<file path="src/rtl/decode_pkg.sv">
// Shared encodings for the decode stage: immediate format selects and
// write-back source selects.
package decode_pkg;

    // Immediate format selects (imm_sel_i)
    localparam logic [2:0] IMM_I = 3'd0;
    localparam logic [2:0] IMM_S = 3'd1;
    localparam logic [2:0] IMM_B = 3'd2;
    localparam logic [2:0] IMM_U = 3'd3;
    localparam logic [2:0] IMM_J = 3'd4;

    // Write-back source selects (wd_sel_i); the remaining code selects zero
    localparam logic [1:0] WD_RETURN_PC = 2'b00;
    localparam logic [1:0] WD_ALU       = 2'b01;
    localparam logic [1:0] WD_MEM       = 2'b10;

endpackage

</file>
<file path="src/rtl/decode_stage_gen_reg_file.sv">
// Architectural register file: two combinational read ports, one write port.
// x0 is hardwired to zero on read and is never written.
module gen_reg_file #(
    parameter int XLEN = 32,
    parameter int NREG = 32,
    localparam int AW  = $clog2(NREG)
) (
    input  logic            clk,
    input  logic            rst_n,
    input  logic            we,
    input  logic [AW-1:0]   waddr,
    input  logic [XLEN-1:0] wdata,
    input  logic [AW-1:0]   raddr1,
    input  logic [AW-1:0]   raddr2,
    output logic [XLEN-1:0] rdata1,
    output logic [XLEN-1:0] rdata2
);

    logic [XLEN-1:0] regs [NREG];

    // Storage: cleared on reset, written on the rising edge unless the target is x0
    always_ff @(posedge clk or negedge rst_n) begin
        if (!rst_n) begin
            for (int i = 0; i < NREG; i++) begin
                regs[i] <= '0;
            end
        end else if (we && (waddr != '0)) begin
            regs[waddr] <= wdata;
        end
    end

    assign rdata1 = (raddr1 == '0) ? '0 : regs[raddr1];
    assign rdata2 = (raddr2 == '0) ? '0 : regs[raddr2];

endmodule

</file>
<file path="src/rtl/decode_stage.sv">
// Instruction-decode stage: register file read with internal operand
// forwarding, write-back mux, immediate generation, load-use hazard
// detection and the registered ID/EX output.
//
// Handshake: id_ex_valid_o marks the ID/EX contents as a real instruction;
// ex_ready_i=1 means EX takes those contents at this rising edge, so the
// register is only allowed to change on such an edge. id_ready_o=1 means the
// instruction currently in ID is consumed at this edge and IF/ID may advance.
module decode_stage
    import decode_pkg::*;
#(
    parameter int XLEN = 32,
    parameter int NREG = 32,
    localparam int AW  = $clog2(NREG)
) (
    input  logic            clk_i,
    input  logic            reset_i,
    input  logic            if_valid_i,
    input  logic [31:0]     inst_i,
    input  logic [XLEN-1:0] pc_i,
    input  logic [2:0]      imm_sel_i,
    input  logic            rs1_used_i,
    input  logic            rs2_used_i,
    input  logic            rd_we_i,
    input  logic            we_i,
    input  logic [AW-1:0]   wr_i,
    input  logic [1:0]      wd_sel_i,
    input  logic [XLEN-1:0] return_pc_i,
    input  logic [XLEN-1:0] alu_result_i,
    input  logic [XLEN-1:0] mem_data_i,
    input  logic            ex_valid_i,
    input  logic            ex_we_i,
    input  logic            ex_is_load_i,
    input  logic [AW-1:0]   ex_rd_i,
    input  logic [XLEN-1:0] ex_result_i,
    input  logic            mem_valid_i,
    input  logic            mem_we_i,
    input  logic [AW-1:0]   mem_rd_i,
    input  logic [XLEN-1:0] mem_result_i,
    input  logic            flush_i,
    input  logic            ex_ready_i,
    output logic            id_ready_o,
    output logic            stall_o,
    output logic [XLEN-1:0] wd_o,
    output logic            id_ex_valid_o,
    output logic [XLEN-1:0] id_ex_pc_o,
    output logic [XLEN-1:0] id_ex_rd1_o,
    output logic [XLEN-1:0] id_ex_rd2_o,
    output logic [XLEN-1:0] id_ex_ext_o,
    output logic [AW-1:0]   id_ex_rd_o,
    output logic            id_ex_we_o
);

    logic [AW-1:0]          rs1;
    logic [AW-1:0]          rs2;
    logic [AW-1:0]          rd;
    logic [XLEN-1:0]        rf_rd1;
    logic [XLEN-1:0]        rf_rd2;
    logic [XLEN-1:0]        op1;
    logic [XLEN-1:0]        op2;
    logic signed [31:0]     imm32;
    logic signed [XLEN-1:0] imm_ext;
    logic                   unused_opcode;

    assign rs1 = inst_i[15 +: AW];
    assign rs2 = inst_i[20 +: AW];
    assign rd  = inst_i[7 +: AW];

    // Opcode bits are decoded upstream; only the operand/immediate fields matter here
    assign unused_opcode = ^inst_i[6:0];

    gen_reg_file #(
        .XLEN (XLEN),
        .NREG (NREG)
    ) u_reg_file (
        .clk    (clk_i),
        .rst_n  (reset_i),
        .we     (we_i),
        .waddr  (wr_i),
        .wdata  (wd_o),
        .raddr1 (rs1),
        .raddr2 (rs2),
        .rdata1 (rf_rd1),
        .rdata2 (rf_rd2)
    );

    // Write-back data mux; the unused select code yields zero
    always_comb begin
        wd_o = '0;
        case (wd_sel_i)
            WD_RETURN_PC: wd_o = return_pc_i;
            WD_ALU:       wd_o = alu_result_i;
            WD_MEM:       wd_o = mem_data_i;
            default:      wd_o = '0;
        endcase
    end

    // Youngest producer wins: EX (non-load), then MEM, then same-cycle write-back
    function automatic logic [XLEN-1:0] fwd(input logic [AW-1:0]   rs,
                                            input logic [XLEN-1:0] rf_val);
        if (rs == '0)
            return '0;
        else if (ex_valid_i && ex_we_i && !ex_is_load_i && (ex_rd_i == rs))
            return ex_result_i;
        else if (mem_valid_i && mem_we_i && (mem_rd_i == rs))
            return mem_result_i;
        else if (we_i && (wr_i == rs))
            return wd_o;
        else
            return rf_val;
    endfunction

    // Operand selection for both read ports
    always_comb begin
        op1 = fwd(rs1, rf_rd1);
        op2 = fwd(rs2, rf_rd2);
    end

    // Immediate generator: assemble a 32-bit immediate, then sign-extend to XLEN
    always_comb begin
        imm32 = '0;
        case (imm_sel_i)
            IMM_I: imm32 = {{20{inst_i[31]}}, inst_i[31:20]};
            IMM_S: imm32 = {{20{inst_i[31]}}, inst_i[31:25], inst_i[11:7]};
            IMM_B: imm32 = {{19{inst_i[31]}}, inst_i[31], inst_i[7],
                            inst_i[30:25], inst_i[11:8], 1'b0};
            IMM_U: imm32 = {inst_i[31:12], 12'b0};
            IMM_J: imm32 = {{11{inst_i[31]}}, inst_i[31], inst_i[19:12],
                            inst_i[20], inst_i[30:21], 1'b0};
            default: imm32 = '0;
        endcase
    end

    assign imm_ext = imm32;

    // A load in EX cannot forward yet; hold the consumer in ID for one cycle
    assign stall_o = if_valid_i && ex_valid_i && ex_is_load_i && ex_we_i &&
                     (ex_rd_i != '0) &&
                     ((rs1_used_i && (rs1 == ex_rd_i)) ||
                      (rs2_used_i && (rs2 == ex_rd_i)));

    assign id_ready_o = ex_ready_i && (!stall_o || flush_i);

    // ID/EX register: hold under backpressure, bubble on flush or stall, else capture
    always_ff @(posedge clk_i or negedge reset_i) begin
        if (!reset_i) begin
            id_ex_valid_o <= 1'b0;
            id_ex_pc_o    <= '0;
            id_ex_rd1_o   <= '0;
            id_ex_rd2_o   <= '0;
            id_ex_ext_o   <= '0;
            id_ex_rd_o    <= '0;
            id_ex_we_o    <= 1'b0;
        end else if (ex_ready_i) begin
            if (flush_i || stall_o) begin
                id_ex_valid_o <= 1'b0;
            end else begin
                id_ex_valid_o <= if_valid_i;
                id_ex_pc_o    <= pc_i;
                id_ex_rd1_o   <= op1;
                id_ex_rd2_o   <= op2;
                id_ex_ext_o   <= imm_ext;
                id_ex_rd_o    <= rd;
                id_ex_we_o    <= rd_we_i;
            end
        end
    end

endmodule

</file>
<file path="config.mk">
export PLATFORM = sky130hd
export DESIGN_NAME = decode_stage
export DESIGN_NICKNAME = d
export VERILOG_FILES = /design/src/rtl/decode_pkg.sv /design/src/rtl/decode_stage_gen_reg_file.sv /design/src/rtl/decode_stage.sv
export SDC_FILE = /design/constraint.sdc
export NUM_CORES = 2
export LEC_CHECK = 0
export BUFFER_PORTS_ARGS = -buffer_cell sky130_fd_sc_hd__buf_2
export CAP_MARGIN = 20
export CORE_MARGIN = 5
export CORE_UTILIZATION = 45
export CTS_CLUSTER_DIAMETER = 40
export DETAILED_ROUTE_END_ITERATION = 8
export SETUP_SLACK_MARGIN = 0.2
export SLEW_MARGIN = 20
export SYNTH_ARGS = -nofsm -noshare
export SYNTH_HDL_FRONTEND = slang
export SYNTH_SLANG_ARGS = --single-unit
</file>
<file path="constraint.sdc">
create_clock -name clk_i -period 2.36 [get_ports clk_i]
set_input_delay 0.354 -clock clk_i [delete_from_list [all_inputs] [get_ports clk_i]]
set_output_delay 0.354 -clock clk_i [all_outputs]
set_load 0.1 [all_outputs]
</file>
==> reports/qor.csv <==
stage,metric,value,unit
logic_synthesis,top_reg_cell synth,dfrtp_1,
clock_network,CTS tree,built,
sta,skew final,0.0314,ns
critical_path,r2r setup slk,0.24,ns
clock_network,CTS max path bufs,3,
sta,post-layout min period,2.14,ns
min_path,Hold Crit Class,in -> reg,
critical_path,crit path capture type,output port,
logic_synthesis,Synth Area in Simple Gates,0.0946,
sta,Final WS setup,0.216,ns
placed_design,RePlAce Congestion,0.914,
clock_network,TritonCTS Buffers,158,
routing,initial DRC count,6089,
placed_design,dpl hpwl,171000,um
sta,Max-slew headroom,0.511,
placed_design,Place WS,-0.464,ns
global_routing,first-pass GRT wire length,358000,um
logic_synthesis,register bit total from synthesis,1159,
logic_synthesis,post-synthesis xor/xnor area fraction,0.00452,
routing,First-pass DRT Iterations,8,
die,Cell Rows,134,
die,# IOs,427,
routing,Total Wirelength,249000,um
die,die area,141000,um2
critical_path,launching point of the worst reg2reg path,u_reg_file.regs[249],
power_and_ir_drop,leakage power,34.3,nW
logic_synthesis,sequential fraction of the synthesis area,0.483,
critical_path,Reg-to-Reg End,id_ex_rd2_o[25],
clock_network,clk_lat worst skew,0.80,ns
critical_path,worst-case reg-to-reg path depth,7,
critical_path,Startpoint Class,primary input,
routing,via count,52000,
logic_synthesis,mux share of post-synthesis cell area,0.205,
logic_synthesis,Syn Nets,5925,
die,Die W,375,um
logic_synthesis,largest family of logic cells by synthesized area,multiplexers,
sta,period utilization,0.908,
sta,FMAX,466,MHz
routing,Routed WL per cell,29.9,um
logic_synthesis,Synth cell types,70,
die,Initial Util,0.451,
cells_and_area,Area Overhead vs Synth,28.8,%
logic_synthesis,compound-gate portion of the synthesized area,0.164,
logic_synthesis,ys async rst share,1.00,
cells_and_area,fin nets,6666,
logic_synthesis,Syn Std Cell Area,60100,um2
critical_path,CP startpoint,inst_i[19],
sta,Final Hold Viols,0,
logic_synthesis,cells after synthesis,5667,
global_routing,vias in the first global route,51700,
critical_path,Setup Crit Path Kind,in -> out,
critical_path,Crit Path Max Fanout,4,
sta,Slew Limit Fails,0,
global_routing,Overflow after GRT,0,
die,die height,375,um
critical_path,Required @ worst endpoint,2.01,ns
routing,post-route ant nets,0,
logic_synthesis,synth warn,0,
run,Max Cap Violations,0,
sta,Slew @ Worst Pin,0.733,ns
clock_network,CTS Sinks,1159,
logic_synthesis,Synth Area per Inst,10.6,um2
routing,Remaining DRCs,0,
critical_path,arrival time worst endpoint,1.79,ns
logic_synthesis,Post-Synth Adder-Cell Area,0,
global_routing,initial antenna violation count,11,
routing,Via-to-Cell Ratio,6.26,
global_routing,GRT Total Usage,0.347,
clock_network,clk slew on worst S/H paths,0.06,ns
placed_design,Port-buffer cells,419,
die,Core ar.,133000,um2
critical_path,crit path capture,id_ready_o,
cells_and_area,Final Util,0.581,
clock_network,root buffer cell,clkbuf_16,
cells_and_area,layout cell share with drive strength beyond 1,0.291,
power_and_ir_drop,Peak VDD IR,698,uV
clock_network,H-tree depth,4,
outcome,status,finished clean,
sta,Final setup violation count,0,
power_and_ir_drop,PD cells,905,nW/um2
logic_synthesis,"EDFF count, synth",0,
sta,unrepaired setup endpoints after global routing,true,
global_routing,pin count of the biggest net entering global routing,93,
## stage by stage
step | hold slack (ns) | area, um2 | power (mW) | setup TNS [ns] | std cells
after floorplan | 0.0584 | 60500 | 38.0 | 0 | 5667
after global placement | 0.294 | 70100 | 43.8 | -23.00 | 7877
after detailed placement | 0.293 | 70100 | 44.3 | -18.67 | 7877
after CTS | 0.0101 | 77100 | 70.0 | 0 | 8295
after global routing | 0.0382 | 77400 | 72.7 | 0 | 8308
final | 0.0436 | 77400 | 70.0 | 0 | 8311
## repair_timing
action	4_1_cts	5_1_grt
cloned	0	1
gates resized for setup	32	25
hold buffers	107	0
pin swaps	5	5
endpoints found under the setup margin	42	42
hold endpoints to repair	499	0
setup buffers	20	11
## worst max-delay path, stage by stage
cell and delay [ns]:
buf_2 0.15, xnor2_1 0.17, nand3_1 0.13, o22ai_2 0.23, buf_6 0.17, nand2_4 0.05, buf_12 0.15, o21a_1 0.19
buf_8 0.18
## cells in the final DEF (no fill, tap or decap), types with 17 or more instances in the layout
cell type	synthesis	layout
a21oi_4	0	26
o221ai_1	26	26
nand3_1	95	94
xnor2_1	27	20
mux2i_1	368	368
a211oi_1	24	24
mux2_2	38	38
a2bb2oi_1	21	21
nor2_1	579	557
clkbuf_16	0	162
nor2_4	0	19
clkbuf_1	373	19
clkbuf_8	0	23
buf_12	0	248
a22oi_1	318	317
dlygate4sd3_1	0	107
buf_4	55	443
bufinv_16	0	21
clkinvlp_4	0	40
o21ai_0	532	528
nand2_1	636	618
mux4_2	360	360
a21boi_0	17	17
a21oi_1	581	548
buf_2	136	367
o21ai_1	30	33
nand2_2	0	17
dfrtp_1	1159	1157
## logic make-up after synthesis
logic type	Yosys count
buffers and inverters	638
AO/OA/AOI/OAI	1664
XOR/XNOR	31
multiplexers	770
flip-flops	1159
AND/OR/NAND/NOR	1405
## final cells by class
type / instances / area, um2
multi-input cells: 3870 / 28900
repair buffers: 1181 / 11400
fillers: 11100 / 55700
well taps: 1768 / 2210
clock inverters: 88 / 1200
flip-flops and latches: 1159 / 29000
diodes: 4 / 10.0
clock buffers: 203 / 4420
inverters: 38 / 235
## how the worst min path moves through the flow
stage	startpoint	end	slack, ns	cells past startpoint
detailed placement	reset_i	u_reg_file.regs[107]	0.29	1
global route	mem_result_i[11]	id_ex_rd2_o[11]	0.04	3
finish	alu_result_i[30]	u_reg_file.regs[542]	0.04	4
floorplan	reset_i	id_ex_ext_o[0]	0.06	0
global placement	reset_i	u_reg_file.regs[107]	0.29	1
CTS	alu_result_i[30]	u_reg_file.regs[574]	0.01	4
## routing by layer
| layer | routed length, um | track usage |
|---|---|---|
| met2 | 109000 | 0.518 |
| met3 | 27700 | 0.0994 |
| met1 | 95100 | 0.455 |
| met4 | 16500 | 0.196 |
| met5 | 50 | 0 |
## Yosys cell counts, types with 10 or more instances
master     number  share of area
nand3_1        95         0.0079
dfrtp_1      1159           0.48
nand2_1       636          0.040
o221ai_1       26         0.0038
buf_6          17         0.0032
buf_2         136          0.011
and3_1         13         0.0014
xnor2_1        27         0.0039
inv_1          38         0.0024
o41ai_2        10         0.0027
buf_4          55         0.0069
nand4_1        16         0.0017
a21oi_1       581          0.048
a31oi_1        10         0.0010
clkbuf_1      373          0.023
o2111ai_1      13         0.0019
a221oi_1       10         0.0015
nor2b_1        19         0.0020
buf_1          13        0.00081
o21ai_0       532          0.044
nor2_1        579          0.036
mux4_2        360           0.13
a22oi_1       318          0.040
a211oi_1       24         0.0030
a2bb2oi_1      21         0.0031
o211ai_1       11         0.0014
mux2i_1       368          0.061
o31ai_1        15         0.0019
a22o_1         12         0.0017
o21ai_1        30         0.0025
mux2_2         38         0.0071
a21boi_0       17         0.0021
## power by group
part	leakage, nW	switching (mW)	internal (mW)
logic	16.9	10.3	7.23
clock network	2.71	9.72	15.7
registers	14.7	3.26	23.8
## state kept, by name (all words and copies together), names as in the netlist
signal and flops:
id_ex_rd2_o 32, id_ex_valid_o 1, id_ex_ext_o 32, u_reg_file.regs 1024, id_ex_pc_o 32, id_ex_we_o 1
id_ex_rd1_o 32, id_ex_rd_o 5
Note: power is estimated with default switching activity, not from simulation.
